File: config.mk
export PLATFORM = sky130hd
export DESIGN_NAME = instruction_fetch_stage
export DESIGN_NICKNAME = d
export VERILOG_FILES = /design/src/rtl/instruction_fetch_stage_pkg.sv /design/src/rtl/instruction_fetch_stage_fetch_buffer.sv /design/src/rtl/instruction_fetch_stage.sv
export SDC_FILE = /design/constraint.sdc
export NUM_CORES = 1
export LEC_CHECK = 0
export CORE_MARGIN = 2
export CORE_UTILIZATION = 53
export CTS_BUF_LIST = sky130_fd_sc_hd__clkbuf_4 sky130_fd_sc_hd__clkbuf_8
export DETAILED_ROUTE_END_ITERATION = 12
export PLACE_DENSITY_LB_ADDON = 0.12
export SKIP_LAST_GASP = 1
export SLEW_MARGIN = 10
export SYNTH_ARGS = -nofsm -noshare
export SYNTH_HDL_FRONTEND = slang
export SYNTH_SLANG_ARGS = --single-unit
File: constraint.sdc
create_clock -name clk -period 12.2 [get_ports clk]
set_input_delay 2.44 -clock clk [delete_from_list [all_inputs] [get_ports clk]]
set_output_delay 2.44 -clock clk [all_outputs]
set_load 0.05 [all_outputs]
File: src/rtl/instruction_fetch_stage_pkg.sv
// Shared constants and the fetch-buffer entry type for the instruction fetch stage.
package instruction_fetch_stage_pkg;

  localparam int unsigned DEFAULT_ADDR_WIDTH  = 32;
  localparam int unsigned DEFAULT_INSTR_WIDTH = 32;
  localparam int unsigned WORD_BYTES          = 4;
  localparam int unsigned PC_INCREMENT        = 4;
  localparam int unsigned BUF_DEPTH           = 2;

  localparam logic [DEFAULT_ADDR_WIDTH-1:0]  DEFAULT_RESET_PC = 32'h0000_0000;
  localparam logic [DEFAULT_INSTR_WIDTH-1:0] NOP_WORD         = 32'h0000_0000;

  typedef struct packed {
    logic [DEFAULT_ADDR_WIDTH-1:0]  pc;
    logic [DEFAULT_INSTR_WIDTH-1:0] instruction;
  } fetch_entry_t;

endpackage

File: src/rtl/instruction_fetch_stage_fetch_buffer.sv
// Two-entry synchronous FIFO holding fetched {pc+4, instruction} pairs for decode.
module fetch_buffer
  import instruction_fetch_stage_pkg::*;
#(
  parameter type         entry_t = fetch_entry_t,
  parameter int unsigned DEPTH   = BUF_DEPTH
) (
  input  logic       clk,
  input  logic       rst,
  input  logic       push,
  input  logic       pop,
  input  logic       clear,
  input  entry_t     entry_in,
  output entry_t     entry_out,
  output logic [1:0] count
);

  localparam logic [1:0] FULL_COUNT = 2'(DEPTH);

  entry_t     store [2];
  logic       rd_ptr;
  logic       wr_ptr;
  logic       do_pop;
  logic       do_push;

  assign do_pop    = pop && (count != 2'd0);
  assign do_push   = push && ((count != FULL_COUNT) || do_pop);
  assign entry_out = store[rd_ptr];

  // NOTE: state updates use non-blocking assignments so every flop samples pre-edge values.
  always_ff @(posedge clk or negedge rst) begin
    if (!rst) begin
      count  <= 2'd0;
      rd_ptr <= 1'b0;
      wr_ptr <= 1'b0;
    end else if (clear) begin
      count  <= 2'd0;
      rd_ptr <= 1'b0;
      wr_ptr <= 1'b0;
    end else begin
      if (do_push) wr_ptr <= ~wr_ptr;
      if (do_pop)  rd_ptr <= ~rd_ptr;
      count <= count + 2'(do_push) - 2'(do_pop);
    end
  end

  // NOTE: storage is not reset; the top gates the head to zero whenever count is 0.
  always_ff @(posedge clk) begin
    if (do_push && !clear) store[wr_ptr] <= entry_in;
  end

endmodule

File: src/rtl/instruction_fetch_stage.sv
// Fetch stage: owns the PC, reads combinational instruction memory and buffers results for decode.
module instruction_fetch_stage
  import instruction_fetch_stage_pkg::*;
#(
  parameter int unsigned           ADDR_WIDTH  = DEFAULT_ADDR_WIDTH,
  parameter int unsigned           INSTR_WIDTH = DEFAULT_INSTR_WIDTH,
  parameter logic [ADDR_WIDTH-1:0] RESET_PC    = DEFAULT_RESET_PC,
  parameter int unsigned           BUF_DEPTH   = instruction_fetch_stage_pkg::BUF_DEPTH
) (
  input  logic                   clk,
  input  logic                   rst,
  output logic [ADDR_WIDTH-1:0]  imem_addr,
  input  logic [INSTR_WIDTH-1:0] imem_instruction,
  input  logic                   branch_taken,
  input  logic [ADDR_WIDTH-1:0]  branch_addr,
  output logic                   out_valid,
  input  logic                   out_ready,
  output logic [ADDR_WIDTH-1:0]  out_pc,
  output logic [INSTR_WIDTH-1:0] out_instruction,
  output logic                   fetch_stalled
);

  typedef struct packed {
    logic [ADDR_WIDTH-1:0]  pc;
    logic [INSTR_WIDTH-1:0] instruction;
  } entry_t;

  localparam logic [1:0] FULL_COUNT = 2'(BUF_DEPTH);

  logic [ADDR_WIDTH-1:0] pc_reg;
  logic [ADDR_WIDTH-1:0] pc_next_seq;
  logic [1:0]            count;
  logic                  pop;
  logic                  push;
  entry_t                head;
  entry_t                fetched;
  logic                  unused_branch_lsbs;

  assign unused_branch_lsbs = ^branch_addr[1:0];
  assign pc_next_seq        = pc_reg + ADDR_WIDTH'(PC_INCREMENT);
  assign imem_addr          = pc_reg;

  assign out_valid     = (count != 2'd0);
  assign pop           = out_valid && out_ready;
  assign push          = !branch_taken && ((count != FULL_COUNT) || pop);
  assign fetch_stalled = !branch_taken && (count == FULL_COUNT) && !pop;

  assign fetched.pc          = pc_next_seq;
  assign fetched.instruction = imem_instruction;

  // Empty buffer presents zeros so decode never sees stale storage.
  assign out_pc          = out_valid ? head.pc : '0;
  assign out_instruction = out_valid ? head.instruction : INSTR_WIDTH'(NOP_WORD);

  always_ff @(posedge clk or negedge rst) begin
    if (!rst) begin
      pc_reg <= RESET_PC;
    end else if (branch_taken) begin
      pc_reg <= {branch_addr[ADDR_WIDTH-1:2], 2'b00};
    end else if (push) begin
      pc_reg <= pc_next_seq;
    end
  end

  fetch_buffer #(
    .entry_t (entry_t),
    .DEPTH   (BUF_DEPTH)
  ) u_fetch_buffer (
    .clk       (clk),
    .rst       (rst),
    .push      (push),
    .pop       (pop),
    .clear     (branch_taken),
    .entry_in  (fetched),
    .entry_out (head),
    .count     (count)
  );

endmodule

==> run_results.csv, run 1 <==
group,metric,value,unit
status,outcome,"complete, no violations",
synth,synth_fa_ha_area_share,0.5206,%
worst_setup_path,endpoint_kind,"output pin",
clocking,insertion_delay,0.44,ns
finish,antenna_cells,0,
finish,num-nets-final,796,
drt,drtPass1Iterations,5,
flow_run,maxCapViolCount,0,
hold_path,min_path_type,"flip-flop to flip-flop",
floorplanning,fp.dieH,120.6,um
sta,setup_ws,5.238,ns
synth,synthXorXnorAreaFrac,5.102,%
sta,min_period_over_period,57.06,%
synth,synthCells,580,
power_and_ir_drop,power_density,220.3,nW/um^2
drt,drt-wirelength-per-cell,16.99,um
floorplanning,rows,42,
worst_setup_path,critPathMaxFanout,9,
power_and_ir_drop,irDropWorstVdd,0.09653,mV
global_routing,grt_pass1_vias,4936,
synth,yosys.area_share.simple,14.44,%
global_routing,grt_max_degree,64,
worst_setup_path,crit_top_cell,"clkdlybuf4s50_1",
synth,synth_compound_area_share,4.078,%
clocking,clk_pin_slew,0.08,ns
placement,globalplace.congestion,0.8709,
drt,final_antenna_net_count,0,
finish,drive_gt1_share,7.182,%
sta,setup_viol,0,
floorplanning,die_w,120.6,um
drt,drc,0,
synth,synth_top_family_by_area,"simple AND/OR/NAND/NOR gates",
sta,rsz0062_at_grt,"no",
synth,synthFlopType,"edfxtp_1",
synth,synth.yosys.seq_area_share,63.44,%
worst_setup_path,path_class,"input pin to output pin",
worst_setup_path,cp-start-kind,"input pin",
global_routing,grt_pass1_wl,24.78,mm
global_routing,gr-total-overflow,0,
drt,wirelength,15.53,mm
worst_setup_path,worst_path_max_delay_cell,"clkdlybuf4s50_1",
synth,synth_mux_area_share,8.745,%
synth,synth-seq-cells,158,
floorplanning,ios,166,
sta,skew,0.009608,ns
clocking,cts_resized,0,
clocking,cts_tree,"done",
global_routing,grt_usage,22.00,%
worst_setup_path,required,9.76,ns
placement,hpwl,10.14,mm
placement,dpl.cell_count,882,
synth,syn_area,7211,sq um
floorplanning,dieArea,14550,sq um
clocking,cts_max_path_buffers,2,
synth,synth.avg_cell_area,12.43,sq um
worst_setup_path,cp_cell_sequence,"clkdlybuf4s50_1 -> or3b_2 -> nor2_1 -> clkdlybuf4s50_1",
placement,numPortBuffers,159,
sta,hold_viol_final,0,
placement,dp_slack,5.221,ns
clocking,post_cts_buffers,0,
finish,utilization,70.50,%
sta,finalSetupTns,0,ns
drt,vias,5052,
sta,clock.fmax,0.1436,GHz
clocking,cts_root_buf,"clkbuf_8",
worst_setup_path,crit_path_max_incr_delay,0.82,ns
finish,instances_no_fill,914,
clocking,htree_levels,4,
synth,synth_edf_count,124,
power_and_ir_drop,total_power,0.002057,W
floorplanning,start_util,54.45,%
clocking,cts_buffers,17,
sta,slew_headroom,22.12,%
sta,worst_slew_pin_slew,1.159,ns
synth,synth.distinct_cells,48,
sta,layout_min_cycle_time,6.962,ns
synth,yosysWarnings,0,
clocking,clkSinkCount,158,
synth,async_flop_share,21.52,%
finish,area_growth,29.48,%
worst_setup_path,crit_arrival,4.52,ns
power_and_ir_drop,p_leak,3.229,nW
drt,drt_iter0_drc,377,
global_routing,grt_antenna_before_repair,0,
floorplanning,core,13240,sq um
drt,vias_per_cell,5.527,
clocking,holdBufCountCts,0,
sta,slew_viol_final,0,
[path summary, 6_finish.rpt]
path / startpoint / to / slack, ns / cells after the start
worst max-delay path: out_ready / fetch_stalled / 5.24 / 4
worst min-delay path: u_fetch_buffer.wr_ptr / u_fetch_buffer.wr_ptr / 0.59 / 2
worst max register to register: imem_addr[5] / u_fetch_buffer.store[1][59] / 9.20 / 4
worst min register to register: u_fetch_buffer.wr_ptr / u_fetch_buffer.wr_ptr / 0.59 / 2
max in group asynchronous: rst / u_fetch_buffer.rd_ptr / 9.41 / 2
min in group asynchronous: rst / imem_addr[20] / 2.42 / 2
[routing by layer]
| layer | track usage [%] | vias to the layer above | wire length (um) |
|---|---|---|---|
| met5 | 0 | - | 0 |
| met4 | 8.358 | 0 | 160 |
| met3 | 5.047 | 15 | 1016 |
| met2 | 35.63 | 200 | 7670 |
| met1 | 29.05 | 2441 | 6681 |
| li1 | - | 2396 | - |
[state kept, by name, summed over array words and instances, names as in the netlist]
name,cells
imem_addr,30
u_fetch_buffer.count,2
u_fetch_buffer.rd_ptr,1
u_fetch_buffer.store,124
u_fetch_buffer.wr_ptr,1
[stage by stage]
stage | hold WS (ns) | cell area (sq um)
6_report | 0.5913 | 9336
5_1_grt | 0.6276 | 9336
4_1_cts | 0.5933 | 9336
3_5_place_dp | 0.5752 | 8876
3_3_place_gp | 0.5655 | 8876
2_1_floorplan | 0.5249 | 7222
[where the power goes]
part	leakage (nW)	switching, W	internal [W]	total [W]
combinational	1.45	0.000582	0.000300	0.000882
sequential	1.56	0.0000783	0.000665	0.000743
clock	0.225	0.000182	0.000250	0.000431
total	3.23	0.000843	0.00121	0.00206
[cell families after synthesis]
| group | after synthesis |
|---|---|
| adder cells (fa/ha/maj) | 3 |
| AND/OR/NAND/NOR | 219 |
| flip-flops | 158 |
| XOR/XNOR | 42 |
| buffers and inverters | 49 |
| other | 1 |
| AO/OA/AOI/OAI | 45 |
| multiplexers | 63 |
[synthesized netlist by cell type (4+ instances only)]
cell type	instances	area share (%)
edfxtp_1	124	52
o21ai_0	14	0.97
mux2i_1	63	8.7
nand2_1	37	1.9
nor4_1	7	0.61
or3_1	4	0.35
nand3_1	19	1.3
o31ai_1	8	0.83
nor3_1	11	0.76
and4_1	4	0.49
buf_4	9	0.94
buf_1	5	0.26
xnor2_1	27	3.3
nand4_1	14	1.2
nor2_1	97	5.0
a31oi_1	12	1.0
clkbuf_1	19	0.99
xor2_1	15	1.8
dfrtp_1	34	12
or4_1	10	1.0
inv_1	6	0.31
[worst max-delay path: cells and delay by family]
family	cells	cell delay, ns
buffers and inverters	2	1.27
and+or+nand+nor	2	0.80
[cells in the final DEF (no fill, tap or decap), drive strengths merged, types with 3 or more instances in the layout]
| cell type | count |
|---|---|
| ha | 3 |
| dfrtp | 34 |
| or3 | 5 |
| o31ai | 8 |
| buf | 7 |
| inv | 6 |
| nand4 | 14 |
| bufinv | 4 |
| clkbuf | 23 |
| nor2 | 97 |
| xor2 | 15 |
| or4 | 13 |
| clkinvlp | 3 |
| nor4 | 7 |
| nor3 | 11 |
| o311ai | 3 |
| nand2 | 38 |
| xnor2 | 27 |
| o21ai | 14 |
| a31oi | 12 |
| edfxtp | 124 |
| clkdlybuf4s50 | 159 |
| mux2i | 63 |
| nand3 | 19 |
| and4 | 5 |
| conb | 4 |
[layout make-up]
type / instances / area (sq um)
Sequential cell: 158 / 4578
Fill cell: 946 / 3906
Multi-Input combinational cell: 376 / 2411
Timing Repair Buffer: 166 / 1644
Clock buffer: 23 / 304.0
Tap cell: 176 / 220.2
Clock inverter: 9 / 156.4
Inverter: 6 / 22.52
No activity file was read; power rests on OpenSTA's default activity.
==> inputs of run 2 (changes only) <==
--- a/config.mk
+++ b/config.mk
@@ -6,7 +6,7 @@
 export NUM_CORES = 1
 export LEC_CHECK = 0
 export CORE_MARGIN = 2
-export CORE_UTILIZATION = 53
+export CORE_UTILIZATION = 47
 export CTS_BUF_LIST = sky130_fd_sc_hd__clkbuf_4 sky130_fd_sc_hd__clkbuf_8
 export DETAILED_ROUTE_END_ITERATION = 12
 export PLACE_DENSITY_LB_ADDON = 0.12
==> constraint.sdc (replaced) <==
create_clock -name clk -period 6.3 [get_ports clk]
set_input_delay 1.26 -clock clk [delete_from_list [all_inputs] [get_ports clk]]
set_output_delay 1.26 -clock clk [all_outputs]
set_load 0.05 [all_outputs]
==> run_results.csv, run 2 (synthesized netlist as in run 1, its figures left out) <==
group,metric,value,unit
worst_setup_path,rr_startpoint,"imem_addr[5]",
clocking,cts_root_buf,"clkbuf_8",
worst_setup_path,required,5.04,ns
finish,instances_no_fill,926,
global_routing,grt_usage,20.08,%
worst_setup_path,endpoint_kind,"output pin",
clocking,htree_levels,4,
global_routing,grt_max_degree,64,
clocking,cts_buffers,17,
power_and_ir_drop,p_leak,3.217,nW
sta,setup_viol,0,
floorplanning,start_util,47.79,%
global_routing,grt_pass1_wl,25.29,mm
floorplanning,core,15090,sq um
clocking,clkSinkCount,158,
worst_setup_path,r2r-end,"u_fetch_buffer.store[0][59]",
drt,wirelength,16.06,mm
drt,drc,0,
global_routing,grt_pass1_vias,4952,
sta,hold_ws,0.6440,ns
finish,stdcell_area,9333,sq um
drt,vias_per_cell,5.369,
drt,drt-wirelength-per-cell,17.34,um
clocking,cts_tree,"done",
global_routing,busiest_layer,"met2",
clocking,clk_pin_slew,0.07,ns
global_routing,gr-usage-met1,26.91,%
sta,rsz0062_at_grt,"no",
finish,final_cell_mix,"clkdlybuf4s50_1 (159), edfxtp_1 (124), nor2_1 (96)",
floorplanning,rows,45,
sta,clock.fmax,0.2173,GHz
drt,drt_iter0_drc,383,
floorplanning,ios,166,
worst_setup_path,reg2regPathDepth,4,
worst_setup_path,critPathMaxFanout,9,
drt,drtPass1Iterations,5,
drt,vias,4972,
power_and_ir_drop,power_density,424.0,nW/um^2
clocking,cts_resized,0,
clocking,insertion_delay,0.44,ns
power_and_ir_drop,total_power,0.003957,W
finish,top_register,"u_fetch_buffer.store",
finish,drive_gt1_share,7.182,%
drt,final_antenna_net_count,0,
sta,skew,0.01176,ns
finish,num-nets-final,796,
hold_path,min_to,"imem_addr[3]",
finish,layout_commonest_cell,"clkdlybuf4s50_1",
sta,worst_slew_pin_slew,1.176,ns
placement,place_area,8897,sq um
global_routing,gr-total-overflow,0,
hold_path,hold_path_startpoint,"imem_addr[3]",
floorplanning,dieArea,16350,sq um
worst_setup_path,regToRegSetupSlack,3.29,ns
floorplanning,fp.dieH,127.9,um
sta,hold_viol_final,0,
power_and_ir_drop,irDropWorstVdd,0.1644,mV
sta,layout_min_cycle_time,4.602,ns
placement,dpl.cell_count,894,
global_routing,grt_util_met3,4.883,%
worst_setup_path,path_class,"input pin to output pin",
finish,antenna_cells,0,
global_routing,use_met2,32.90,%
sta,finalSetupTns,0,ns
placement,globalplace.congestion,0.8514,
clocking,cts_max_path_buffers,2,
finish,largest_reg_flops,124,
floorplanning,die_w,127.9,um
placement,numPortBuffers,159,
clocking,post_cts_buffers,0,
placement,hpwl,10.82,mm
hold_path,hold_path_depth,2,
worst_setup_path,cp-start-kind,"input pin",
worst_setup_path,crit_arrival,3.34,ns
global_routing,grt_antenna_before_repair,0,
sta,slew_headroom,20.93,%
clocking,holdBufCountCts,0,
status,outcome,"complete, no violations",
sta,min_period_over_period,73.05,%
flow_run,maxCapViolCount,0,
sta,slew_viol_final,0,
finish,area_growth,29.43,%
hold_path,min_path_type,"flip-flop to flip-flop",
==> run 2: cell count changes in the layout (fill, tap and decap cells not counted) <==
cell        change
clkbuf_4        +1
clkbuf_8        -3
nor3_4          +1
nor3_2          -1
clkinvlp_4      +1
clkinv_2        +2
clkinv_4        -1
==> run 2: layer usage <==
layer	part of all wire [%]	wire length [um]
met5	0	0
met4	0.98	158
met3	5.9	944
met2	48	7782
met1	45	7173
==> run 2: area by class of cell <==
| type | instances | area [sq um] |
|---|---|---|
| Multi-Input combinational cell | 376 | 2417 |
| Clock inverter | 11 | 165.2 |
| Tap cell | 188 | 235.2 |
| Timing Repair Buffer | 166 | 1644 |
| Fill cell | 1211 | 5757 |
| Inverter | 6 | 22.52 |
| Clock buffer | 21 | 270.3 |
| Sequential cell | 158 | 4578 |
==> run 2: report_power, final <==
part / internal (W) / switching, W
Combinational: 0.000581 / 0.00113
Clock: 0.000453 / 0.000352
Sequential: 0.00129 / 0.000153
Total: 0.00232 / 0.00164
==> run 2: stage by stage <==
step                      utilization (%)  worst slack (ns)
after floorplan                         -             1.712
after global placement              58.96             1.692
after detailed placement            58.96             1.695
after CTS                           61.85             1.686
after global routing                61.85             1.637
final                               61.85             1.698
==> run 2: how the worst max path moves through the flow <==
| stage | from | endpoint | slack (ns) | cells after the start |
|---|---|---|---|---|
| 2_1_floorplan | branch_taken | u_fetch_buffer.store[0][0] | 1.71 | 3 |
| 3_3_place_gp | out_ready | fetch_stalled | 1.69 | 4 |
| 3_5_place_dp | out_ready | fetch_stalled | 1.70 | 4 |
| 4_1_cts | out_ready | fetch_stalled | 1.69 | 4 |
| 5_1_grt | out_ready | fetch_stalled | 1.64 | 4 |
| 6_report | out_ready | fetch_stalled | 1.70 | 4 |
==> run 2: worst max-delay path, cell delays in order <==
cell,delay [ns]
clkdlybuf4s50_1,0.49
or3b_2,0.64
nor2_1,0.14
clkdlybuf4s50_1,0.81
==> inputs of run 3 (changes only) <==
--- a/config.mk
+++ b/config.mk
@@ -6,7 +6,7 @@
 export NUM_CORES = 1
 export LEC_CHECK = 0
 export CORE_MARGIN = 2
-export CORE_UTILIZATION = 47
+export CORE_UTILIZATION = 52
 export CTS_BUF_LIST = sky130_fd_sc_hd__clkbuf_4 sky130_fd_sc_hd__clkbuf_8
 export DETAILED_ROUTE_END_ITERATION = 12
 export PLACE_DENSITY_LB_ADDON = 0.12
==> constraint.sdc (replaced) <==
create_clock -name clk -period 4.6 [get_ports clk]
set_input_delay 0.92 -clock clk [delete_from_list [all_inputs] [get_ports clk]]
set_output_delay 0.92 -clock clk [all_outputs]
set_load 0.05 [all_outputs]
==> run_results.csv, run 3 (synthesized netlist as in run 1, its figures left out) <==
group,metric,value,unit
status,outcome,"complete, no violations",
finish,layout_commonest_cell,"clkdlybuf4s50_1",
clocking,post_cts_buffers,0,
drt,drtPass1Iterations,5,
worst_setup_path,crit_arrival,2.76,ns
clocking,clk_pin_slew,0.08,ns
drt,drt-wirelength-per-cell,17.20,um
sta,worst_slew_pin_slew,1.107,ns
clocking,insertion_delay,0.45,ns
clocking,cts_resized,0,
global_routing,grt_pass1_vias,4925,
floorplanning,ios,166,
worst_setup_path,crit_start,"u_fetch_buffer.rd_ptr",
finish,drive_gt1_share,7.682,%
floorplanning,dieArea,14820,sq um
finish,largest_reg_flops,124,
clocking,cts_tree,"done",
hold_path,hold_path_startpoint,"u_fetch_buffer.wr_ptr",
finish,register_area,4578,sq um
global_routing,grt_pass1_wl,25.07,mm
worst_setup_path,crit_path_max_incr_delay,0.82,ns
placement,globalplace.congestion,0.8571,
sta,setup_ws,0.9152,ns
sta,slew_headroom,25.62,%
clocking,cts_max_path_buffers,2,
global_routing,gr-total-overflow,0,
worst_setup_path,worst_path_max_delay_cell,"clkdlybuf4s50_1",
worst_setup_path,required,3.68,ns
drt,wirelength,15.86,mm
flow_run,maxCapViolCount,0,
clocking,holdBufCountCts,0,
sta,clock.fmax,0.2714,GHz
sta,setup_viol,0,
worst_setup_path,endpoint_kind,"output pin",
global_routing,grt_usage,22.15,%
drt,final_antenna_net_count,0,
sta,rsz0062_at_grt,"no",
floorplanning,rows,43,
finish,num-nets-final,800,
sta,hold_ws,0.6385,ns
sta,finalSetupTns,0,ns
drt,vias,4973,
worst_setup_path,cp_cell_sequence,"buf_4 -> mux2i_1 -> nor2_1 -> clkdlybuf4s50_1",
global_routing,grt_antenna_before_repair,0,
finish,final_cell_mix,"clkdlybuf4s50_1 (158), edfxtp_1 (124), nor2_1 (96)",
floorplanning,fp.dieH,121.8,um
sta,layout_min_cycle_time,3.685,ns
power_and_ir_drop,total_power,0.005331,W
finish,antenna_cells,0,
floorplanning,core,13720,sq um
finish,stdcell_area,9338,sq um
hold_path,min_path_type,"flip-flop to flip-flop",
worst_setup_path,cp-start-kind,"flip-flop",
sta,hold_viol_final,0,
power_and_ir_drop,power_density,570.9,nW/um^2
sta,slew_viol_final,0,
drt,vias_per_cell,5.394,
placement,hpwl,10.57,mm
drt,drt_iter0_drc,495,
finish,multi_input_area,2417,sq um
clocking,cts_root_buf,"clkbuf_8",
floorplanning,die_w,121.8,um
drt,drc,0,
placement,dp_slack,1.260,ns
placement,place_area,8952,sq um
floorplanning,start_util,52.56,%
finish,area_growth,29.50,%
sta,skew,0.01207,ns
sta,min_period_over_period,80.11,%
power_and_ir_drop,irDropWorstVdd,0.2626,mV
finish,n_fill_cell,1056,
clocking,htree_levels,4,
worst_setup_path,rr_startpoint,"imem_addr[4]",
placement,numPortBuffers,159,
clocking,clkSinkCount,158,
power_and_ir_drop,p_leak,3.225,nW
worst_setup_path,cpLargestDelayFamily,"buffers and inverters",
worst_setup_path,path_class,"flip-flop to output pin",
clocking,cts_buffers,17,
global_routing,grt_max_degree,61,
worst_setup_path,critPathMaxFanout,33,
finish,top_register,"u_fetch_buffer.store",
worst_setup_path,cp.buffers_inverters,2,
## run 3: changes by cell type in the layout (fill, tap and decap cells not counted)
cell and delta:
buf_12 +3, buf_4 +2, bufinv_16 -2, clkbuf_4 -2
clkbuf_8 -1, clkdlybuf4s50_1 -1, clkinv_1 +1, clkinv_4 +3
inv_6 +1
## run 3: final cells by class
type | count | area share, %
Sequential cell | 158 | 49.03
Timing Repair Buffer | 170 | 18.30
Tap cell | 180 | 2.412
Inverter | 6 | 0.2412
Clock inverter | 14 | 1.541
Clock buffer | 18 | 2.586
Multi-Input combinational cell | 376 | 25.89
## run 3: where the power goes
group	total, W	switching (W)	leakage (nW)	internal (W)
Sequential	0.00192	0.000161	1.56	0.00176
Combinational	0.00242	0.00160	1.48	0.000816
Clock	0.000990	0.000505	0.186	0.000485
Total	0.00533	0.00227	3.22	0.00306
## run 3: metrics by stage
step           cells  utilization [%]
6_report         922            68.06
2_1_floorplan    583                -
3_5_place_dp     890            65.25
4_1_cts          922            68.06
3_3_place_gp     890            65.25
5_1_grt          922            68.06
## run 3: final timing paths
kind	end	slack, ns	depth (start not counted)
max in group asynchronous	u_fetch_buffer.rd_ptr	3.32	2
max	out_instruction[24]	0.92	4
min	u_fetch_buffer.wr_ptr	0.64	2
min in group asynchronous	imem_addr[30]	0.90	2
min reg2reg	u_fetch_buffer.wr_ptr	0.64	2
max reg2reg	u_fetch_buffer.store[1][59]	1.67	4
## run 3: layer usage
metal	track usage, %	wire length (um)
met1	29.99	7106
met2	35.20	7660
met3	4.822	879
met4	8.621	214
met5	0	0
## run 3: worst register-to-register path, delay by kind of cell, from the launching register on
family                    cells  cell delay (ns)
and+or+nand+nor               3             1.98
DFF                           1             0.53
xor gates and xnor gates      1             0.16
